$ cat config.mk
export PLATFORM = sky130hd
export DESIGN_NAME = shift_ctrl
export DESIGN_NICKNAME = d
export VERILOG_FILES = /design/src/rtl/shift_ctrl.sv
export SDC_FILE = /design/constraint.sdc
export NUM_CORES = 1
export LEC_CHECK = 0
export BUFFER_PORTS_ARGS = -buffer_cell sky130_fd_sc_hd__buf_2
export CORE_MARGIN = 5
export CORE_UTILIZATION = 35
export DETAILED_ROUTE_END_ITERATION = 8
export SLEW_MARGIN = 5
export SYNTH_ARGS = -nofsm -noshare
export SYNTH_HDL_FRONTEND = slang
export SYNTH_SLANG_ARGS = --single-unit
$ cat constraint.sdc
create_clock -name clk -period 1.4 [get_ports clk]
set_clock_uncertainty 0.05 [all_clocks]
set_input_delay 0.28 -clock clk [delete_from_list [all_inputs] [get_ports clk]]
set_output_delay 0.28 -clock clk [all_outputs]
set_load 0.01 [all_outputs]
$ cat src/rtl/shift_ctrl.sv
// shift_ctrl: parallel-to-serial frame controller driving an external shift register.
// Optional even-parity bit after each frame when SHIFT_CTRL_PARITY_EN is defined.
module shift_ctrl #(
  parameter int NBITS      = 4,
  parameter int GAP_CYCLES = 1
) (
  input  logic             clk,
  input  logic             rst,
  input  logic             in_valid,
  output logic             in_ready,
  input  logic [NBITS-1:0] in_data,
  input  logic             in_dir,
  input  logic             abort,
  output logic             sr_load,
  output logic [NBITS-1:0] sr_data,
  output logic             sr_shift,
  output logic             sr_dir,
  output logic             ser_out,
  output logic             ser_valid,
  output logic             busy,
  output logic             done
);
  localparam int CW = $clog2(NBITS + 1);
`ifdef SHIFT_CTRL_PARITY_EN
  typedef enum logic [2:0] {IDLE, LOAD, SHIFT, PARITY, FIN, GAP} state_t;
`else
  typedef enum logic [2:0] {IDLE, LOAD, SHIFT, FIN, GAP} state_t;
`endif
  state_t state, state_n;
  logic [NBITS-1:0] shadow, shadow_n, word_n;
  logic [CW-1:0] cnt, cnt_n;
  logic [3:0] gap, gap_n;
  logic dir_n, ser_n, xfer, last;
`ifdef SHIFT_CTRL_PARITY_EN
  logic par, par_n;
`endif
  assign in_ready = (state == IDLE) & ~abort & ~rst;
  assign xfer = in_valid & in_ready;
  assign last = cnt == CW'(NBITS - 1);
  always_comb begin
    state_n = state;
    case (state)
      IDLE:    state_n = xfer ? LOAD : IDLE;
      LOAD:    state_n = SHIFT;
`ifdef SHIFT_CTRL_PARITY_EN
      SHIFT:   state_n = last ? PARITY : SHIFT;
      PARITY:  state_n = FIN;
`else
      SHIFT:   state_n = last ? FIN : SHIFT;
`endif
      FIN:     state_n = (GAP_CYCLES == 0) ? IDLE : GAP;
      GAP:     state_n = (gap == 4'(GAP_CYCLES - 1)) ? IDLE : GAP;
      default: state_n = IDLE;
    endcase
    if (abort && state != IDLE) state_n = IDLE;
  end
  // Shadow holds the bits still to be sent; its edge bit is the next serial bit.
  always_comb begin
    word_n   = xfer ? in_data : sr_data;
    dir_n    = xfer ? in_dir : sr_dir;
    shadow_n = xfer ? in_data : (state == SHIFT) ? (sr_dir ? shadow >> 1 : shadow << 1) : shadow;
    cnt_n    = (state == SHIFT) ? cnt + 1'b1 : '0;
    gap_n    = (state == GAP) ? gap + 1'b1 : '0;
`ifdef SHIFT_CTRL_PARITY_EN
    par_n    = xfer ? ^in_data : par;
    ser_n    = (state_n == SHIFT) ? (dir_n ? shadow_n[0] : shadow_n[NBITS-1]) :
               (state_n == PARITY) ? par_n : 1'b0;
`else
    ser_n    = (state_n == SHIFT) ? (dir_n ? shadow_n[0] : shadow_n[NBITS-1]) : 1'b0;
`endif
  end
  always_ff @(posedge clk) begin
    if (rst) begin
      state     <= IDLE;
      shadow    <= '0;
      sr_data   <= '0;
      sr_dir    <= 1'b0;
      cnt       <= '0;
      gap       <= '0;
      sr_load   <= 1'b0;
      sr_shift  <= 1'b0;
      ser_out   <= 1'b0;
      ser_valid <= 1'b0;
      busy      <= 1'b0;
      done      <= 1'b0;
`ifdef SHIFT_CTRL_PARITY_EN
      par       <= 1'b0;
`endif
    end else begin
      state     <= state_n;
      shadow    <= shadow_n;
      sr_data   <= word_n;
      sr_dir    <= dir_n;
      cnt       <= cnt_n;
      gap       <= gap_n;
      sr_load   <= state_n == LOAD;
      sr_shift  <= state_n == SHIFT;
      ser_out   <= ser_n;
      busy      <= state_n != IDLE;
      done      <= state_n == FIN;
`ifdef SHIFT_CTRL_PARITY_EN
      par       <= par_n;
      ser_valid <= (state_n == SHIFT) || (state_n == PARITY);
`else
      ser_valid <= state_n == SHIFT;
`endif
    end
  end
endmodule

## After elaboration in Yosys (flattened, before gate mapping)

Index checks and enable logic that the tools add are counted.
Widths: inputs -> output; s select.

- Flip-flop bits (word level): 24
- Bits of input ports: 9
- Output and inout port bits: 12
- Logic and storage cells: 49

- Add/sub/neg operators: 2
- Equality and inequality tests: 8
- Mux-type cells: 10
- Bitwise logic cells: 8
- Reduce and logical (&&, ||, !) cells: 9

Operators by type and width:

| cell | count |
|---|---|
| $eq 3x2->1 const B | 5 |
| $pmux 3 s5 | 1 |
| $mux 4 | 3 |
| $eq 3x1->1 const B | 2 |
| $mux 3 | 2 |
| $reduce_bool 3->1 | 2 |
| $reduce_or 2->1 | 3 |
| $not 1->1 | 5 |
| $add 4x1->4 const B | 1 |
| $logic_not 4->1 | 1 |
| $mux 1 | 4 |
| $add 3x1->3 const B | 1 |
| $and 1x1->1 | 3 |
| $eq 3x3->1 const B | 1 |
| $logic_not 3->1 | 1 |
| $reduce_bool 2->1 | 1 |
| $logic_and 1x1->1 | 1 |

## Logic depth before layout (Yosys ltp)

Gate-level depths: netlist (run 1).

- Depth after elaboration: 10
- Depth in mapped cells: 5
- Depth with buffers taken out: 5

## Worst setup path after synthesis (run 1)

OpenSTA, ideal clock, no wires.

- Kind: register -> output
- From: register state[1]
- To: output port in_ready
- Data arrival time: 1.237 ns
- Data required time: 1.070 ns
- Path slack: -0.167 ns
- Cell stages (with the launch flop): 4
- Buffers on the path: 1
- Path through: dfxtp_1 > or4_1 > clkbuf_1 > nor2_1

- Word-level cells in the longest chain between the ends: 3

RTL lines:

| element | line | source |
|---|---|---|
| from (decl) | 29 | `state_t state, state_n;` |
| from (signal assigned) | 90 | `state <= state_n;` |
| $logic_not 3->1 | 37 | `assign in_ready = (state == IDLE) & ~abort & ~rst;` |
| $and 1x1->1 (2 in a row) | 37 |  |
| to (decl) | 10 | `output logic in_ready,` |

No other way between the ends.

## Worst setup path in the final report (run 1)

Same ends and word-level chain as after synthesis.

==> flow_metrics.py, run 1 <==
metrics = {
    "status": {
        "outcome": "finished with violations",
        "violations": "negative setup slack",
    },
    "clock_tree": {
        "clock_path_buffers": 2,
        "path_clk_slew_ps": 120,
        "cts_made_buffers": 3,
        "cts_tree": "yes",
        "root_buffer": "clkbuf_4",
        "clock_sinks": 24,
        "clock_latency_ps": 310,
        "htree_levels": 1,
    },
    "power_and_ir_drop": {
        "internal_power_uw": 870,
        "power_density_nw_per_um2": 783,
        "netSwitchingPower_uw": 286,
        "p_clk_share_pct": 25.3,
        "leakagePower_uw": 0.000620,
        "max-vdd-ir-drop_v": 0.000558,
        "p_sw_share_pct": 24.7,
        "power_frac_comb_pct": 13.4,
        "power_frac_seq_pct": 61.3,
    },
    "yosys": {
        "netlist_instances": 114,
        "yosys_warnings": 0,
        "synth_area_um2": 1040,
        "syn_nets": 127,
        "netlist-cell-type-count": 34,
        "avgSynthCellArea_um2": 9.14,
        "ys_ff_latch": 24,
        "synth-seq-area-share_pct": 46.1,
    },
    "worst_setup_path": {
        "worst-path-max-fanout": 2,
        "worstSetupPathType": "reg -> out",
        "worstPathArrival_ps": 1370,
        "max_stage_delay_ps": 520,
        "crit_start": "state[1]",
        "cp-start-kind": "register",
        "crit_path_top_delay_cell": "or4_4",
        "end_kind": "primary output",
        "worst_ep_required_time_ps": 1070,
        "cp_top_family": "simple AND/OR/NAND/NOR gates",
        "crit_buf_inv": 1,
        "crit_chain": "or4_4 -> nor2_4 -> buf_6",
        "r2r-start": "state[1]",
    },
    "finish": {
        "final_cells": 180,
        "fin_nets": 164,
        "num_antenna_cells": 0,
        "syn_to_final_growth_pct": 41.7,
        "drive_gt1_share_pct": 50.3,
    },
    "drt": {
        "route.vias.total": 936,
        "wl_per_cell_um": 13.6,
        "viasPerCell": 5.20,
        "antenna_left": 0,
        "routed_wl_um": 2460,
        "first_pass_iters": 4,
        "drtIter0Drc": 31,
        "route.detailed.drc": 0,
    },
    "grt": {
        "track_usage_pct": 12.0,
        "antenna_found_initial": 0,
        "grt_pass1_vias": 915,
        "grt_overflow_total": 0,
        "grt_max_degree": 13,
        "grt_pass1_wl_um": 4030,
    },
    "sta": {
        "slew_headroom_pct": 73.7,
        "fin_crit_sh_pct": 122,
        "setup_violations": 12,
        "tns_ps": -1470,
        "hold_viol": 0,
        "fin_crit_ps": 1700,
        "setup_slack_ps": -305,
        "slew_violations": 0,
        "max_freq_mhz": 587,
        "worst_pin_slew_ps": 393,
        "rsz0062_at_grt": "true",
    },
    "place": {
        "portBuffers": 20,
        "hpwl_um": 1810,
        "dp.cells": 176,
        "place.gp.congestion": 0.805,
    },
    "floorplan": {
        "dieArea_um2": 4170,
        "start_util_pct": 37.2,
        "core_um2": 2810,
        "top_level_ports": 21,
        "rows": 19,
        "die_w_um": 64.6,
        "dieHeight_um": 64.6,
    },
    "min_path": {
        "hold_path.class": "in -> reg",
        "worstHoldStart": "in_dir",
    },
    "flow_run": {
        "cap_violations": 0,
    },
}
## per-layer routing
metal  vias to the layer above  track usage, %  part of all wire [%]
met4                         0            5.28                   2.0
met3                         6            2.25                   3.1
met2                        17            20.4                    49
li1                        480               -                     -
met1                       433            14.7                    46
met5                         -               0                     0
## placed cells by master (no fill, tap or decap), types with 2 or more instances in the layout
cell type | netlist | layout
buf_2 | 1 | 19
dfxtp_1 | 24 | 20
clkbuf_4 | 0 | 3
o211ai_1 | 2 | 2
inv_2 | 0 | 2
nand3_1 | 8 | 8
a32oi_2 | 0 | 2
inv_1 | 8 | 6
or4_4 | 1 | 2
buf_6 | 0 | 3
a21oi_1 | 5 | 4
ha_1 | 4 | 3
a31oi_1 | 3 | 3
nand2_1 | 5 | 5
dfxtp_2 | 0 | 4
buf_4 | 1 | 17
nor2b_1 | 4 | 4
mux2_2 | 2 | 2
a311oi_1 | 2 | 2
or3b_4 | 0 | 2
o21ai_2 | 0 | 4
nor3_1 | 4 | 2
a221oi_2 | 0 | 2
nor3b_1 | 2 | 2
nor2_1 | 10 | 8
nor3_4 | 0 | 2
## sequential cells by signal, indices dropped and copies added (netlist names)
| register | flops |
|---|---|
| busy | 1 |
| cnt | 3 |
| done | 1 |
| gap | 4 |
| ser_out | 1 |
| ser_valid | 1 |
| shadow | 4 |
| sr_data | 4 |
| sr_dir | 1 |
| sr_load | 1 |
| state | 3 |
## cell families (layout without fill, tap and decap cells)
logic type	after synthesis	in the layout	synth area share (%)
AND/OR/NAND/NOR	43	43	24.1
flip-flops	24	24	46.1
AO/OA/AOI/OAI	22	22	14.0
buffers and inverters	16	51	6.24
adder cells (fa/ha/maj)	4	4	4.80
XOR/XNOR	3	3	2.52
multiplexers	2	2	2.16
## worst reg2reg max path: cells and delay by family, from the launching register on
| kind | cells | cell delay, ps |
|---|---|---|
| flops | 1 | 340 |
| compound gates | 2 | 260 |
| simple gates | 1 | 520 |
| buf+inv | 2 | 300 |
## power by group through the flow
stage	Sequential (µW)	Clock, µW	Combinational, µW
floorplan	725	0	70.1
global placement	722	0	121
detailed placement	722	0	123
CTS	707	307	138
global route	711	341	168
finish	708	292	155
## synth_stat cells
cell / number / area, µm²
inv_1: 8 / 30.0
xnor2_1: 2 / 17.5
nor3_1: 4 / 20.0
nor4_4: 1 / 21.3
clkbuf_1: 5 / 18.8
a31oi_1: 3 / 18.8
xor2_1: 1 / 8.76
o21ai_0: 5 / 25.0
nor4b_1: 1 / 8.76
or3b_2: 1 / 8.76
nand2b_1: 1 / 6.26
nor2_1: 10 / 37.5
a221oi_1: 2 / 17.5
or4_1: 1 / 7.51
buf_2: 1 / 5.00
a32oi_1: 2 / 17.5
nor4_1: 1 / 6.26
a311oi_1: 2 / 17.5
or4b_2: 1 / 10.0
a32o_1: 1 / 10.0
ha_1: 4 / 50.1
nor3b_1: 2 / 15.0
buf_4: 1 / 7.51
or4_4: 1 / 11.3
buf_1: 1 / 3.75
nor2b_1: 4 / 25.0
o211ai_1: 2 / 15.0
a21oi_1: 5 / 25.0
mux2_2: 2 / 22.5
dfxtp_1: 24 / 480
nand2_1: 5 / 18.8
or3_1: 1 / 6.26
nand3_1: 8 / 40.0
or3b_1: 1 / 8.76
## path summary, 6_finish.rpt
check,to,slack (ps),cells after the start
setup / recovery,in_ready,-300,3
hold / removal,sr_dir,170,3
setup reg to reg,shadow[2],-170,5
hold reg to reg,cnt[0],390,1
## stage by stage
stage | util, % | cell area [µm²] | setup slack [ps] | hold WS (ps) | total power, µW
finish | 52.6 | 1480 | -305 | 172 | 1160
global route | 52.6 | 1480 | -356 | 169 | 1220
CTS | 49.8 | 1400 | -396 | 163 | 1150
detailed placement | 46.7 | 1310 | -258 | 374 | 845
global placement | 46.7 | 1310 | -240 | 359 | 843
floorplan | - | 1100 | -16.2 | 353 | 795
## cell type report
| type | instances | area (µm²) |
|---|---|---|
| Sequential cell | 24 | 485 |
| Timing Repair Buffer | 40 | 272 |
| Fill cell | 262 | 1330 |
| Clock buffer | 3 | 22.5 |
| Tap cell | 31 | 38.8 |
| Inverter | 8 | 30.0 |
| Multi-Input combinational cell | 74 | 628 |
## timing repair
action / 4_1_cts / 5_1_grt
gates resized for setup: 19 / 20
cloned: 0 / 0
hold buffers: 0 / 0
setup endpoints to repair: 20 / 15
buffers inserted: 1 / 1
pin swaps: 7 / 5
No activity file was read; power rests on OpenSTA's default activity.
==> run 2, diff against run 1 <==
--- a/config.mk
+++ b/config.mk
@@ -9,6 +9,7 @@
 export CORE_MARGIN = 5
 export CORE_UTILIZATION = 35
 export DETAILED_ROUTE_END_ITERATION = 8
+export PLACE_DENSITY = 0.56
 export SLEW_MARGIN = 5
 export SYNTH_ARGS = -nofsm -noshare
 export SYNTH_HDL_FRONTEND = slang
==> run 2 against run 1 <==
Effect of this change:
- the run still ends with negative setup slack left
- via count fell by 0.53%
- sequential power about the same
- worst setup slack worse by 0.63 ps
- critical endpoint unchanged
- design area rose by 0.68%
- worst hold slack lost 22 ps
- largest power group unchanged
- final cell count increased by 0.56%
- global-route usage rose by 0.23 points
- core utilization rose by 0.36 points
- register-to-register slack better by 80 ps
- first-iteration DRC count decreased by 23%
- combinational power shrank 5%
==> flow_metrics.py, run 2 (synthesized netlist as in run 1, its figures left out) <==
metrics = {
    "power_and_ir_drop": {
        "leakagePower_uw": 0.000631,
        "power_density_nw_per_um2": 918,
        "power_frac_seq_pct": 51.9,
        "power_frac_comb_pct": 10.8,
        "internal_power_uw": 1060,
        "max-vdd-ir-drop_v": 0.000479,
        "p_clk_share_pct": 37.2,
        "power_uw": 1360,
        "p_sw_share_pct": 22.5,
        "netSwitchingPower_uw": 306,
    },
    "sta": {
        "max_freq_mhz": 586,
        "slew_headroom_pct": 75.3,
        "setup_violations": 9,
        "rsz0062_at_grt": "true",
        "setup_slack_ps": -306,
        "hold_viol": 0,
        "fin_crit_ps": 1710,
        "slew_violations": 0,
        "fin_crit_sh_pct": 122,
        "worst_pin_slew_ps": 370,
    },
    "clock_tree": {
        "clock_sinks": 24,
        "cts_tree": "yes",
        "clock_latency_ps": 320,
        "htree_levels": 1,
        "root_buffer": "clkbuf_4",
        "clock_path_buffers": 2,
        "cts_made_buffers": 3,
        "path_clk_slew_ps": 140,
    },
    "drt": {
        "routed_wl_um": 2390,
        "first_pass_iters": 4,
        "drtIter0Drc": 24,
        "antenna_left": 0,
        "wl_per_cell_um": 13.2,
        "route.vias.total": 931,
        "viasPerCell": 5.14,
        "route.detailed.drc": 0,
    },
    "grt": {
        "grt_pass1_wl_um": 4080,
        "track_usage_pct": 12.2,
        "grt_pass1_vias": 920,
        "grt_max_degree": 15,
        "use_met2_pct": 20.5,
        "antenna_found_initial": 0,
        "gr-max-usage-layer": "met2",
        "grtUsageMet1_pct": 15.6,
        "use_met3_pct": 2.59,
        "grt_overflow_total": 0,
    },
    "worst_setup_path": {
        "worstSetupPathType": "reg -> out",
        "crit_chain": "or4_4 -> nor2_4 -> buf_6",
        "worst_ep_required_time_ps": 1070,
        "cp-start-kind": "register",
        "worst-path-max-fanout": 2,
        "max_stage_delay_ps": 510,
        "worstPathArrival_ps": 1380,
        "end_kind": "primary output",
        "crit_path_top_delay_cell": "or4_4",
    },
    "finish": {
        "fin_util_pct": 53.0,
        "fin_nets": 164,
        "fillers": 254,
        "num_antenna_cells": 0,
        "syn_to_final_growth_pct": 42.6,
        "reg_top3": "gap (4), shadow (4), sr_data (4)",
        "mostFrequentLayoutCells": "dfxtp_1, buf_2, buf_4, inv_1, nand3_1",
        "drive_gt1_share_pct": 48.0,
    },
    "place": {
        "portBuffers": 20,
        "place.gp.congestion": 0.803,
        "hpwl_um": 1800,
    },
    "floorplan": {
        "dieHeight_um": 64.6,
        "top_level_ports": 21,
        "start_util_pct": 37.2,
        "rows": 19,
        "die_w_um": 64.6,
        "core_um2": 2810,
        "dieArea_um2": 4170,
    },
    "status": {
        "outcome": "finished with violations",
        "violations": "negative setup slack",
    },
    "flow_run": {
        "cap_violations": 0,
    },
    "min_path": {
        "hold_path.class": "in -> reg",
    },
}
[run 2: changes by cell type in the layout (fill, tap and decap cells not counted), sizes merged]
cell | before | now
bufinv | 0 | 1
[run 2: repair_timing]
action,4_1_cts,5_1_grt
pin swaps,6,1
hold buffers,0,0
gates resized for setup,17,13
setup buffers,1,0
setup endpoints to repair,19,17
[run 2: worst max-delay path: cells and delay by family, from the launching register on]
family | cells | cell delay (ps)
and+or+nand+nor | 2 | 620
buffers and inverters | 1 | 100
DFF | 1 | 350
[run 2: area by class of cell]
cell class	instances	area [µm²]	share of cell area (%)
repair buffers	40	264	17.8
clock inverters	1	30.0	2.02
multi-input cells	74	614	41.3
flip-flops and latches	24	487	32.7
well taps	31	38.8	2.61
clock buffers	3	22.5	1.52
inverters	8	30.0	2.02
[run 2: stage by stage]
step                worst slack (ps)  instances  TNS [ps]  cell area, µm²  hold WS [ps]
global route                    -349        181     -1100            1490           132
CTS                             -318        181      -699            1460           148
detailed placement              -257        177     -2600            1320           375
floorplan                      -16.2        114     -41.4            1100           353
finish                          -306        181      -568            1490           150
global placement                -275        177     -2410            1320           362
[run 2: per-layer routing]
layer,part of all wire [%],routed length (µm)
met2,48,1150
met3,2.1,51
met4,0.84,20
met5,0,0
met1,49,1170
[run 2: path summary, 6_finish.rpt]
check / endpoint / depth (start not counted) / from / slack (ps)
worst min-delay path: sr_dir / 3 / in_dir / 150
worst max register to register: ser_out / 4 / state[1] / -90
worst min register to register: cnt[0] / 1 / cnt[0] / 390
worst max-delay path: in_ready / 3 / state[1] / -310
[run 2: power groups by stage]
stage	logic [µW]	clock network, µW	registers (µW)
finish	148	508	708
detailed placement	125	0	722
CTS	143	514	708
floorplan	70.1	0	725
global route	160	559	711
global placement	124	0	722
